<file path="config.mk">
export PLATFORM = sky130hd
export DESIGN_NAME = imem_loader
export DESIGN_NICKNAME = d
export VERILOG_FILES = /design/src/rtl/imem_loader.sv
export SDC_FILE = /design/constraint.sdc
export NUM_CORES = 1
export LEC_CHECK = 0
export CELL_PAD_IN_SITES_DETAIL_PLACEMENT = 0
export CELL_PAD_IN_SITES_GLOBAL_PLACEMENT = 1
export CORE_MARGIN = 4
export CORE_UTILIZATION = 42
export CTS_CLUSTER_DIAMETER = 200
export DETAILED_ROUTE_END_ITERATION = 8
export PLACE_DENSITY_LB_ADDON = 0.1
export SYNTH_ARGS = -nofsm -noshare
export SYNTH_HDL_FRONTEND = slang
export SYNTH_SLANG_ARGS = --single-unit
</file>
<file path="constraint.sdc">
create_clock -name clock -period 2.45 [get_ports clock]
set_clock_uncertainty 0.2 [all_clocks]
set_input_delay 0.49 -clock clock [delete_from_list [all_inputs] [get_ports clock]]
set_output_delay 0.49 -clock clock [all_outputs]
set_load 0.02 [all_outputs]
</file>
<file path="src/rtl/imem_loader.sv">
// imem_loader: loads a count-prefixed, XOR-checksummed byte stream into instruction memory.
// The CPU is held until the image has been written and its checksum verified.
module imem_loader #(
    parameter int ADDR_W = 10,
    parameter int DEPTH  = 1024
) (
    input  logic              clock,
    input  logic              reset,
    input  logic [7:0]        in_byte,
    input  logic              in_valid,
    output logic              in_ready,
    output logic              mem_we,
    output logic [ADDR_W-1:0] mem_addr,
    output logic [15:0]       mem_wdata,
    output logic              cpu_hold,
    output logic              done,
    output logic              error
);
    typedef enum logic [2:0] {
        S_CNT_HI, S_CNT_LO, S_DATA_HI, S_DATA_LO, S_CHECK, S_DONE, S_ERROR
    } state_t;

    state_t      state;
    logic [15:0] count;
    logic [15:0] widx;
    logic [7:0]  hi;
    logic [7:0]  csum;
    logic        take;
    logic [15:0] n_new;

    assign take     = in_valid && in_ready;
    assign n_new    = {hi, in_byte};
    assign in_ready = state != S_DONE && state != S_ERROR;
    assign cpu_hold = state != S_DONE;
    assign done     = state == S_DONE;
    assign error    = state == S_ERROR;

    always_ff @(posedge clock) begin
        if (reset) begin
            state     <= S_CNT_HI;
            count     <= '0;
            widx      <= '0;
            hi        <= '0;
            csum      <= '0;
            mem_we    <= 1'b0;
            mem_addr  <= '0;
            mem_wdata <= '0;
        end else begin
            mem_we <= 1'b0;
            if (take) begin
                case (state)
                    S_CNT_HI: begin
                        hi    <= in_byte;
                        csum  <= csum ^ in_byte;
                        state <= S_CNT_LO;
                    end
                    S_CNT_LO: begin
                        count <= n_new;
                        csum  <= csum ^ in_byte;
                        state <= n_new == 16'd0 ? S_CHECK :
                                 32'(n_new) > DEPTH ? S_ERROR : S_DATA_HI;
                    end
                    S_DATA_HI: begin
                        hi    <= in_byte;
                        csum  <= csum ^ in_byte;
                        state <= S_DATA_LO;
                    end
                    S_DATA_LO: begin
                        mem_we    <= 1'b1;
                        mem_addr  <= widx[ADDR_W-1:0];
                        mem_wdata <= {hi, in_byte};
                        widx      <= widx + 16'd1;
                        csum      <= csum ^ in_byte;
                        // widx still names the word being written, so +1 is the words-written total
                        state     <= widx + 16'd1 == count ? S_CHECK : S_DATA_HI;
                    end
                    S_CHECK: state <= in_byte == csum ? S_DONE : S_ERROR;
                    default: ;
                endcase
            end
        end
    end
endmodule

</file>
; Word level (Yosys, flattened, before mapping)
; Cells that the tools add are included.
[word_totals]
ff_bits = 78
in_bits = 11
output_inout_bits = 31
word_cells = 41
[classes]
add_sub_neg = 1
magnitude_cmp = 1
n_eq_ne = 10
muxes = 6
bitwise_logic = 2
n_reduce_logical = 13
[op_table]
columns = op, count
row1 = 16-bit by 1-bit adder with 16-bit output (second input constant), 1
row2 = 16-bit == test, 1
row3 = 16-bit by 11-bit > comparator with 1-bit output (second input constant), 1
row4 = 16-bit zero test, 1
row5 = 3-bit case mux with 5 select lines, 1
row6 = 2-bit AND reduction, 5
row7 = 3-bit == test (second input constant), 3
row8 = 3-bit 2-to-1 mux, 3
row9 = 8-bit == test, 1
row10 = 8-bit XOR, 1
row11 = 3-bit by 2-bit == test with 1-bit output (second input constant), 2
row12 = 3-bit != test (second input constant), 2
row13 = 5-bit nonzero test, 1
row14 = 2-bit OR reduction, 2
row15 = 4-bit OR reduction, 1
row16 = 3-bit by 1-bit == test with 1-bit output (second input constant), 1
row17 = 3-bit zero test, 1
row18 = 1-bit logical AND, 2
row19 = 2-bit 2-to-1 mux, 1
row20 = 1-bit 2-to-1 mux, 1
row21 = 1-bit inverter, 1

; Logic depth before layout (Yosys ltp)
; Gate-level depths: netlist of run 1.
[depth]
word_depth = 5
depth_mapped = 8
depth_no_buf = 7

; Worst setup path after synthesis of run 1
; Ideal clock, no wire load.
[synth_path]
kind = flip-flop to flip-flop
from = register widx[1]
to = register state[1]
setup_ps = 132
arrival_ps = 1644
t_required_ps = 2118
slack_ps = 473
path_stages_with_launch = 9
path_buffers = 1
cell_sequence = dfxtp_1 -> ha_1 -> buf_2 -> nand2b_1 -> o211ai_1 -> a31oi_1 -> nor4_1 -> a41o_1 -> a21oi_1
[synth_between]
elab_chain_len = 4
[synth_rtl]
columns = element, line
row1 = from (decl), 25  ; logic [15:0] widx;
row2 = from (signal assigned), 72  ; widx <= widx + 16'd1;
row3 = 16-bit by 1-bit adder with 16-bit output, 75  ; state <= widx + 16'd1 == count ? S_CHECK : S_DATA_HI;
row4 = 16-bit == test, 75
row5 = 3-bit 2-to-1 mux, 75
row6 = 3-bit case mux with 5 select lines, 51  ; case (state)
row7 = to (signal assigned), 60  ; state <= n_new == 16'd0 ? S_CHECK :
row8 = to (signal assigned), 75
row9 = to (signal assigned), 77  ; S_CHECK: state <= in_byte == csum ? S_DONE : S_ERROR;
row10 = to (decl), 23  ; state_t state;
; No other way between the ends.
; A chain may end at the register's enable or synchronous reset.

; Final worst setup path of run 1
[layout_path]
from = register state[2]
to = output error
[layout_between]
elab_chain_len = 1
[layout_rtl]
columns = element, line
row1 = 3-bit == test, 36  ; assign error = state == S_ERROR;
row2 = to (decl), 17  ; output logic error
; No other way between the ends.

==> run metrics, run 1 <==
CTS Buf Count 9; slowest stage delay, CP 0.61 ns; CP required 1.76 ns; CP Class reg -> out; number of core rows 33; number of enable flip-flop cells after synthesis 0; setup tns final 0 ns; WHS 0.2556 ns; core area 8299 sq um; R2R Setup Slk 0.17 ns; VDD IR max 0.3174 mV; startpoint types flop; fraction of final layout cells sized beyond drive strength 1 13.57%; IO Count 42; Worst-Skew Late Latency 0.35 ns; FF+latch count, synth 78; Crit-path slowest cell clkdlybuf4s50_1; RR Startpoint widx[0]$_SDFFE_PP0P_; chip height 100.8 um; synthesis-to-finish area growth 25.07%; hold-fix buffer count after cts 0; antenna violations before repair 0; Clock Tree Root clkbuf_8; fin nets 508; global-route usage over all layers 17.98%; max-slew violations 0; first-pass GRT wire length 14.49 mm; Worst setup endpoint error; GP Congestion 0.8080; Leakage 1.657 nW; clk sinks 78; drt pass-1 iters 5; crit path time final 2.331 ns; PortBufs 41; share of synthesized flip-flops with an asynchronous set or reset 0%; register area share after synthesis 43.15%; final setup fails 0; FF-to-FF End state[1]$_SDFFE_PP0P_; synth warn 0; cells on worst reg2reg path 9; final antenna-violating net count 0; total congestion overflow 0; fmax 429.0 MHz; Residual DRC 0; worst hold path class reg -> reg; outcome finished, final reports clean; pwr dens 571.3 nW/um^2; worst slew pin tran 0.5187 ns; Initial Util 43.60%; final hold violation count 0; clock-pin slew on the worst setup and hold paths 0.08 ns; Primary FF master, synth dfxtp_1; RSZ-0062 raised after global routing false; Initial DRC Count 113; HPWL after DPL 6.206 mm; vias in the first global route 3009; H-tree levels 3; drt wl/cell 14.49 um; CP Capture Type output port; die area 10160 sq um; Mapped Avg Cell Area 8.261 sq um; Die Width 100.8 um; TritonCTS clock tree yes; Tcrit/Tclk final 95.14%; Max-cap violations 0; pin count of the biggest net entering global routing 79; mapped cell area 3618 sq um; Ant. Diodes 0; clk buf depth 2; Setup crit start state[2]$_SDFFE_PP0P_; CP Cell Sequence and3_1 > clkdlybuf4s50_1; Via density 5.073; vias after detailed routing 3074; Rel. slew slack 65.34%; Mapped Nets 450; post-synthesis cell type count 44; Critical Path AT 1.64 ns; Post-Route WL 8.782 mm; Synth Instances 438; CP max FO 8
## final cells by class
cell class	instances	area, sq um
clock buffer	10	137.6
clock inverter	6	61.31
timing repair buffer	80	735.7
inverter	4	15.01
fill	791	3774
tap	105	131.4
multi-input combinational	323	1882
sequential	78	1563
## what timing repair did
action / 4_1_cts / 5_1_grt
setup endpoints to repair: 2 / 3
pin swaps: 0 / 0
resized for setup: 3 / 5
setup buffers: 0 / 0
## report_power, final
| part | total (mW) | switching, mW | internal (mW) | leakage (nW) |
|---|---|---|---|---|
| registers | 1.35 | 0.0400 | 1.31 | 0.633 |
| clock network | 0.983 | 0.488 | 0.495 | 0.102 |
| logic | 0.256 | 0.134 | 0.122 | 0.922 |
| total | 2.59 | 0.662 | 1.92 | 1.66 |
## cells in the mapped netlist (2+ instances only)
| cell | instances | area share, % |
|---|---|---|
| or3_1 | 2 | 0.35 |
| mux2i_1 | 8 | 2.2 |
| xor2_1 | 30 | 7.3 |
| o211ai_1 | 3 | 0.62 |
| nor3_1 | 8 | 1.1 |
| nor2b_1 | 2 | 0.35 |
| nand2_1 | 103 | 11 |
| inv_1 | 4 | 0.41 |
| and4_1 | 2 | 0.48 |
| nand3_1 | 9 | 1.2 |
| nor2_1 | 39 | 4.0 |
| and3_1 | 2 | 0.35 |
| a21oi_1 | 46 | 6.4 |
| nor4_1 | 5 | 0.86 |
| dfxtp_1 | 78 | 43 |
| buf_2 | 5 | 0.69 |
| nand2b_1 | 3 | 0.52 |
| clkbuf_1 | 19 | 2.0 |
| o21ai_0 | 3 | 0.41 |
| buf_4 | 2 | 0.41 |
| xnor2_1 | 23 | 5.6 |
| nand4_1 | 6 | 1.0 |
| a31oi_1 | 5 | 0.86 |
| buf_6 | 6 | 1.9 |
| and2_1 | 4 | 0.69 |
| or3_4 | 2 | 0.62 |
| nor3b_1 | 2 | 0.41 |
## worst max-delay path, delay by kind of cell (launching register included)
kind	cells	cell delay [ns]
buffers and inverters	1	0.61
flip-flops	1	0.46
AND/OR/NAND/NOR	1	0.22
## worst min-delay path by stage
stage / startpoint / endpoint / slack (ns) / cells after the start
2_1_floorplan: count[2]$_SDFFE_PP0P_ / count[2]$_SDFFE_PP0P_ / 0.24 / 2
3_3_place_gp: mem_addr[8]$_SDFFE_PP0P_ / mem_addr[8]$_SDFFE_PP0P_ / 0.24 / 2
3_5_place_dp: mem_addr[4]$_SDFFE_PP0P_ / mem_addr[4]$_SDFFE_PP0P_ / 0.25 / 2
4_1_cts: mem_addr[4]$_SDFFE_PP0P_ / mem_addr[4]$_SDFFE_PP0P_ / 0.26 / 2
5_1_grt: mem_wdata[11]$_SDFFE_PP0P_ / mem_wdata[11]$_SDFFE_PP0P_ / 0.27 / 2
6_report: mem_addr[7]$_SDFFE_PP0P_ / mem_addr[7]$_SDFFE_PP0P_ / 0.26 / 2
## routing by layer
metal,up-vias,track usage (%),share of wire (%)
met3,11,5.536,4.7
met2,58,28.81,46
met1,1426,22.96,48
met5,-,0,0
met4,0,6.010,1.5
li1,1579,-,-
## registers in the layout (all words and copies together), names as in the netlist
register   count
mem_we         1
csum           8
count         16
mem_addr      10
hi             8
mem_wdata     16
state          3
widx          16
## through the flow
step                util (%)  cell area (sq um)  power (mW)  setup slack (ns)  std cells
global route           54.53               4526       2.694           0.03965        606
floorplan                  -               3618       1.519            0.4733        438
finish                 54.53               4526       2.586            0.1191        606
CTS                    54.18               4497       2.616         0.0003910        606
detailed placement     51.80               4299       1.629          -0.08969        590
global placement       51.80               4299       1.627          -0.05530        590
## layout by cell type, fill, tap and decap left out, drive strengths merged, types with 8 or more instances in the layout
cell type        n
clkbuf          10
mux2i            8
xor2            30
buf             40
clkdlybuf4s50   37
nor3             8
nor2            39
a21oi           46
nand3            9
dfxtp           78
nand2          103
xnor2           23
## cell families after synthesis
| family | synth area share [%] |
|---|---|
| AOI/OAI and AO/OA | 10.62 |
| DFF | 43.15 |
| muxes | 2.213 |
| buffers and inverters | 5.567 |
| xor gates and xnor gates | 12.83 |
| adders and majority gates | 0.3457 |
| and+or+nand+nor | 25.28 |
(Power assumes the default switching activity.)
==> inputs of run 2 (changes only) <==
Clock period 2.45 ns to 2.3 ns, I/O delays scaled along.
==> run 2 against run 1 <==
Against the previous run:
- non-clock buffer count grew 9
- combinational power grew 7%
- clock-buffer cell count grew 1
- flip-flop and latch count is the same
- routed wire length shrank 3.4%
- via count grew 0.46%
- first-iteration DRC count shrank 18%
- critical path depth grew 7
- hold slack is essentially flat
- total power grew 6.2%
- worst setup slack lost 0.046 ns
==> run metrics, run 2 (synthesis results as in run 1) <==
biggest regs count (16), mem_wdata (16), widx (16) (unchanged); fraction of final layout cells sized beyond drive strength 1 17.06% (was 13.57%); most common cell after layout, fill and taps aside nand2_1 (unchanged); Tcrit/Tclk final 96.80%; vias after detailed routing 3088 (was 3074); met3 Track Usage GR 5.121% (was 5.536%); fin nets 517 (was 508); worst hold path class reg -> reg (unchanged); die area 10160 sq um (unchanged); CP max FO 5 (was 8); Rel. slew slack 73.50% (was 65.34%); Post-Route WL 8.482 mm (was 8.782 mm); worst path bufs/invs 3 (was 1); Crit-path slowest cell dfxtp_4 (was clkdlybuf4s50_1); R2R Setup Slk 0.07 ns (was 0.17 ns); RR Startpoint widx[0]$_SDFFE_PP0P_ (unchanged); CP Class reg -> reg (was reg -> out); global routing's busiest layer met2 (unchanged); Initial Util 43.60% (unchanged); IO Count 42 (unchanged); synthesis-to-finish area growth 27.94% (was 25.07%); CP required 2.32 ns (was 1.76 ns); Clock Tree Root clkbuf_8 (unchanged); Non-Filler Instances 615 (was 606); Ant. Diodes 0 (unchanged); placed cells 599 (was 590); total congestion overflow 0 (unchanged); drt pass-1 iters 4 (was 5); Leakage 1.730 nW (was 1.657 nW); Critical Path AT 2.24 ns (was 1.64 ns); antenna violations before repair 0 (unchanged); M1 GR Usage 22.96% (about the same); GP Congestion 0.7758 (was 0.8080); Worst-Skew Late Latency 0.34 ns (was 0.35 ns); slowest stage delay, CP 0.37 ns (was 0.61 ns); final hold violation count 0 (unchanged); CTS Buf Count 9 (unchanged); final antenna-violating net count 0 (unchanged); worst-case hold path end point mem_addr[2]$_SDFFE_PP0P_ (was mem_addr[7]$_SDFFE_PP0P_); HPWL after DPL 6.267 mm (was 6.206 mm); fmax 449.1 MHz; Initial DRC Count 93 (was 113); chip height 100.8 um (unchanged); critical path's top delay family compound AO/OA/AOI/OAI gates (was buffers and inverters); hold depth 2 (unchanged); Post-CTS Setup Inserts 0 (unchanged); vias in the first global route 3083 (was 3009); drt wl/cell 13.79 um (was 14.49 um); clk buf depth 2 (unchanged); most frequent cells in the layout nand2_1 (103), dfxtp_1 (69), a21oi_1 (46) (was nand2_1 (103), dfxtp_1 (77), a21oi_1 (46)); pin count of the biggest net entering global routing 50 (was 79); outcome finished, final reports clean (unchanged); clk sinks 78 (unchanged); max-slew violations 0 (unchanged); Die Width 100.8 um (unchanged); startpoint types flop (unchanged); core area 8299 sq um (unchanged); worst slew pin tran 0.3975 ns (was 0.5187 ns); clock-pin slew on the worst setup and hold paths 0.08 ns (about the same); CP Capture Type flop (was output port); final instance area 4629 sq um (was 4526 sq um); final setup fails 0 (unchanged); Hold Startpoint mem_addr[2]$_SDFFE_PP0P_ (was mem_addr[7]$_SDFFE_PP0P_); Via density 5.021 (was 5.073); crit path time final 2.227 ns; first-pass GRT wire length 14.59 mm (was 14.49 mm); number of core rows 33 (unchanged); Residual DRC 0 (unchanged); H-tree levels 3 (unchanged); CP Cell Sequence buf_4 > buf_4 > and2_1 > a31oi_1 > o2111ai_2 > nor4_2 > buf_4 > a41o_1 > a21oi_1 (was and3_1 > clkdlybuf4s50_1); routing usage on met2 29.72% (was 28.81%); cells on worst reg2reg path 9 (unchanged); global-route usage over all layers 17.95% (was 17.98%); placed standard-cell area 4367 sq um (was 4299 sq um); FF-to-FF End state[1]$_SDFFE_PP0P_ (unchanged); PortBufs 41 (unchanged); pwr dens 593.1 nW/um^2 (was 571.3 nW/um^2); TritonCTS clock tree yes (unchanged); most used cell, CP buf_4; VDD IR max 0.4095 mV (was 0.3174 mV); Max-cap violations 0 (unchanged)
-- run 2: cell types whose count changed in the layout (fill, tap and decap cells not counted), moves of 2 or more --
cell / change
dfxtp_2: +7
buf_4: +9
dfxtp_1: -8
clkinv_2: -2
-- run 2: worst register-to-register path, stage by stage, from the launching register on --
cell and delay [ns]:
dfxtp_4 0.37, buf_4 0.14, buf_4 0.15, and2_1 0.16
a31oi_1 0.16, o2111ai_2 0.17, nor4_2 0.36, buf_4 0.18
a41o_1 0.16, a21oi_1 0.06
-- run 2: how the worst max path moves through the flow --
stage	start	end	slack, ns	cells after the start
finish	widx[0]$_SDFFE_PP0P_	state[1]$_SDFFE_PP0P_	0.07	9
global route	widx[6]$_SDFFE_PP0P_	state[1]$_SDFFE_PP0P_	-0.004	8
CTS	widx[6]$_SDFFE_PP0P_	state[1]$_SDFFE_PP0P_	0.004	8
detailed placement	in_valid	widx[15]$_SDFFE_PP0P_	-0.20	7
global placement	in_valid	widx[15]$_SDFFE_PP0P_	-0.17	7
floorplan	widx[1]$_SDFFE_PP0P_	state[1]$_SDFFE_PP0P_	0.32	8
-- run 2: final cells by class --
cell class | instances | area [sq um]
multi-input combinational | 323 | 1906
inverter | 4 | 15.01
sequential | 78 | 1575
fill | 813 | 3670
tap | 105 | 131.4
clock inverter | 5 | 58.81
timing repair buffer | 89 | 802.0
clock buffer | 11 | 141.4
-- run 2: power by group --
part           switching, mW  internal, mW  total [mW]  leakage, nW
clock                  0.508         0.532        1.04       0.0955
sequential            0.0424          1.39        1.43        0.637
combinational          0.142         0.131       0.273        0.998
-- run 2: stage by stage --
stage | setup TNS (ns) | hold WS, ns | util [%] | power, mW | worst slack (ns)
global placement | -0.3862 | 0.2410 | 52.62 | 1.736 | -0.1662
finish | 0 | 0.2558 | 55.78 | 2.746 | 0.07350
detailed placement | -0.4676 | 0.2465 | 52.62 | 1.740 | -0.1996
CTS | 0 | 0.2589 | 55.10 | 2.782 | 0.004070
global route | -0.004053 | 0.2750 | 55.78 | 2.878 | -0.004053
floorplan | 0 | 0.2447 | - | 1.619 | 0.3233
-- run 2: layer usage --
layer | up-vias | share of wire [%]
met5 | - | 0
met4 | 0 | 1.2
met3 | 8 | 4.0
met2 | 44 | 47
met1 | 1449 | 47
li1 | 1587 | -
-- run 2: repair_timing --
item,4_1_cts,5_1_grt
endpoints found under the hold margin,0,0
setup endpoints to repair,6,4
gates resized for setup,6,16
hold buffers,0,0
pin swaps,0,4
==> inputs of run 3 (changes only) <==
Settings changed: ABC_AREA set to 0, SLEW_MARGIN set to 10.
==> results of run 3 <==
The final DEF is identical to that of run 2; final timing and power are the same.
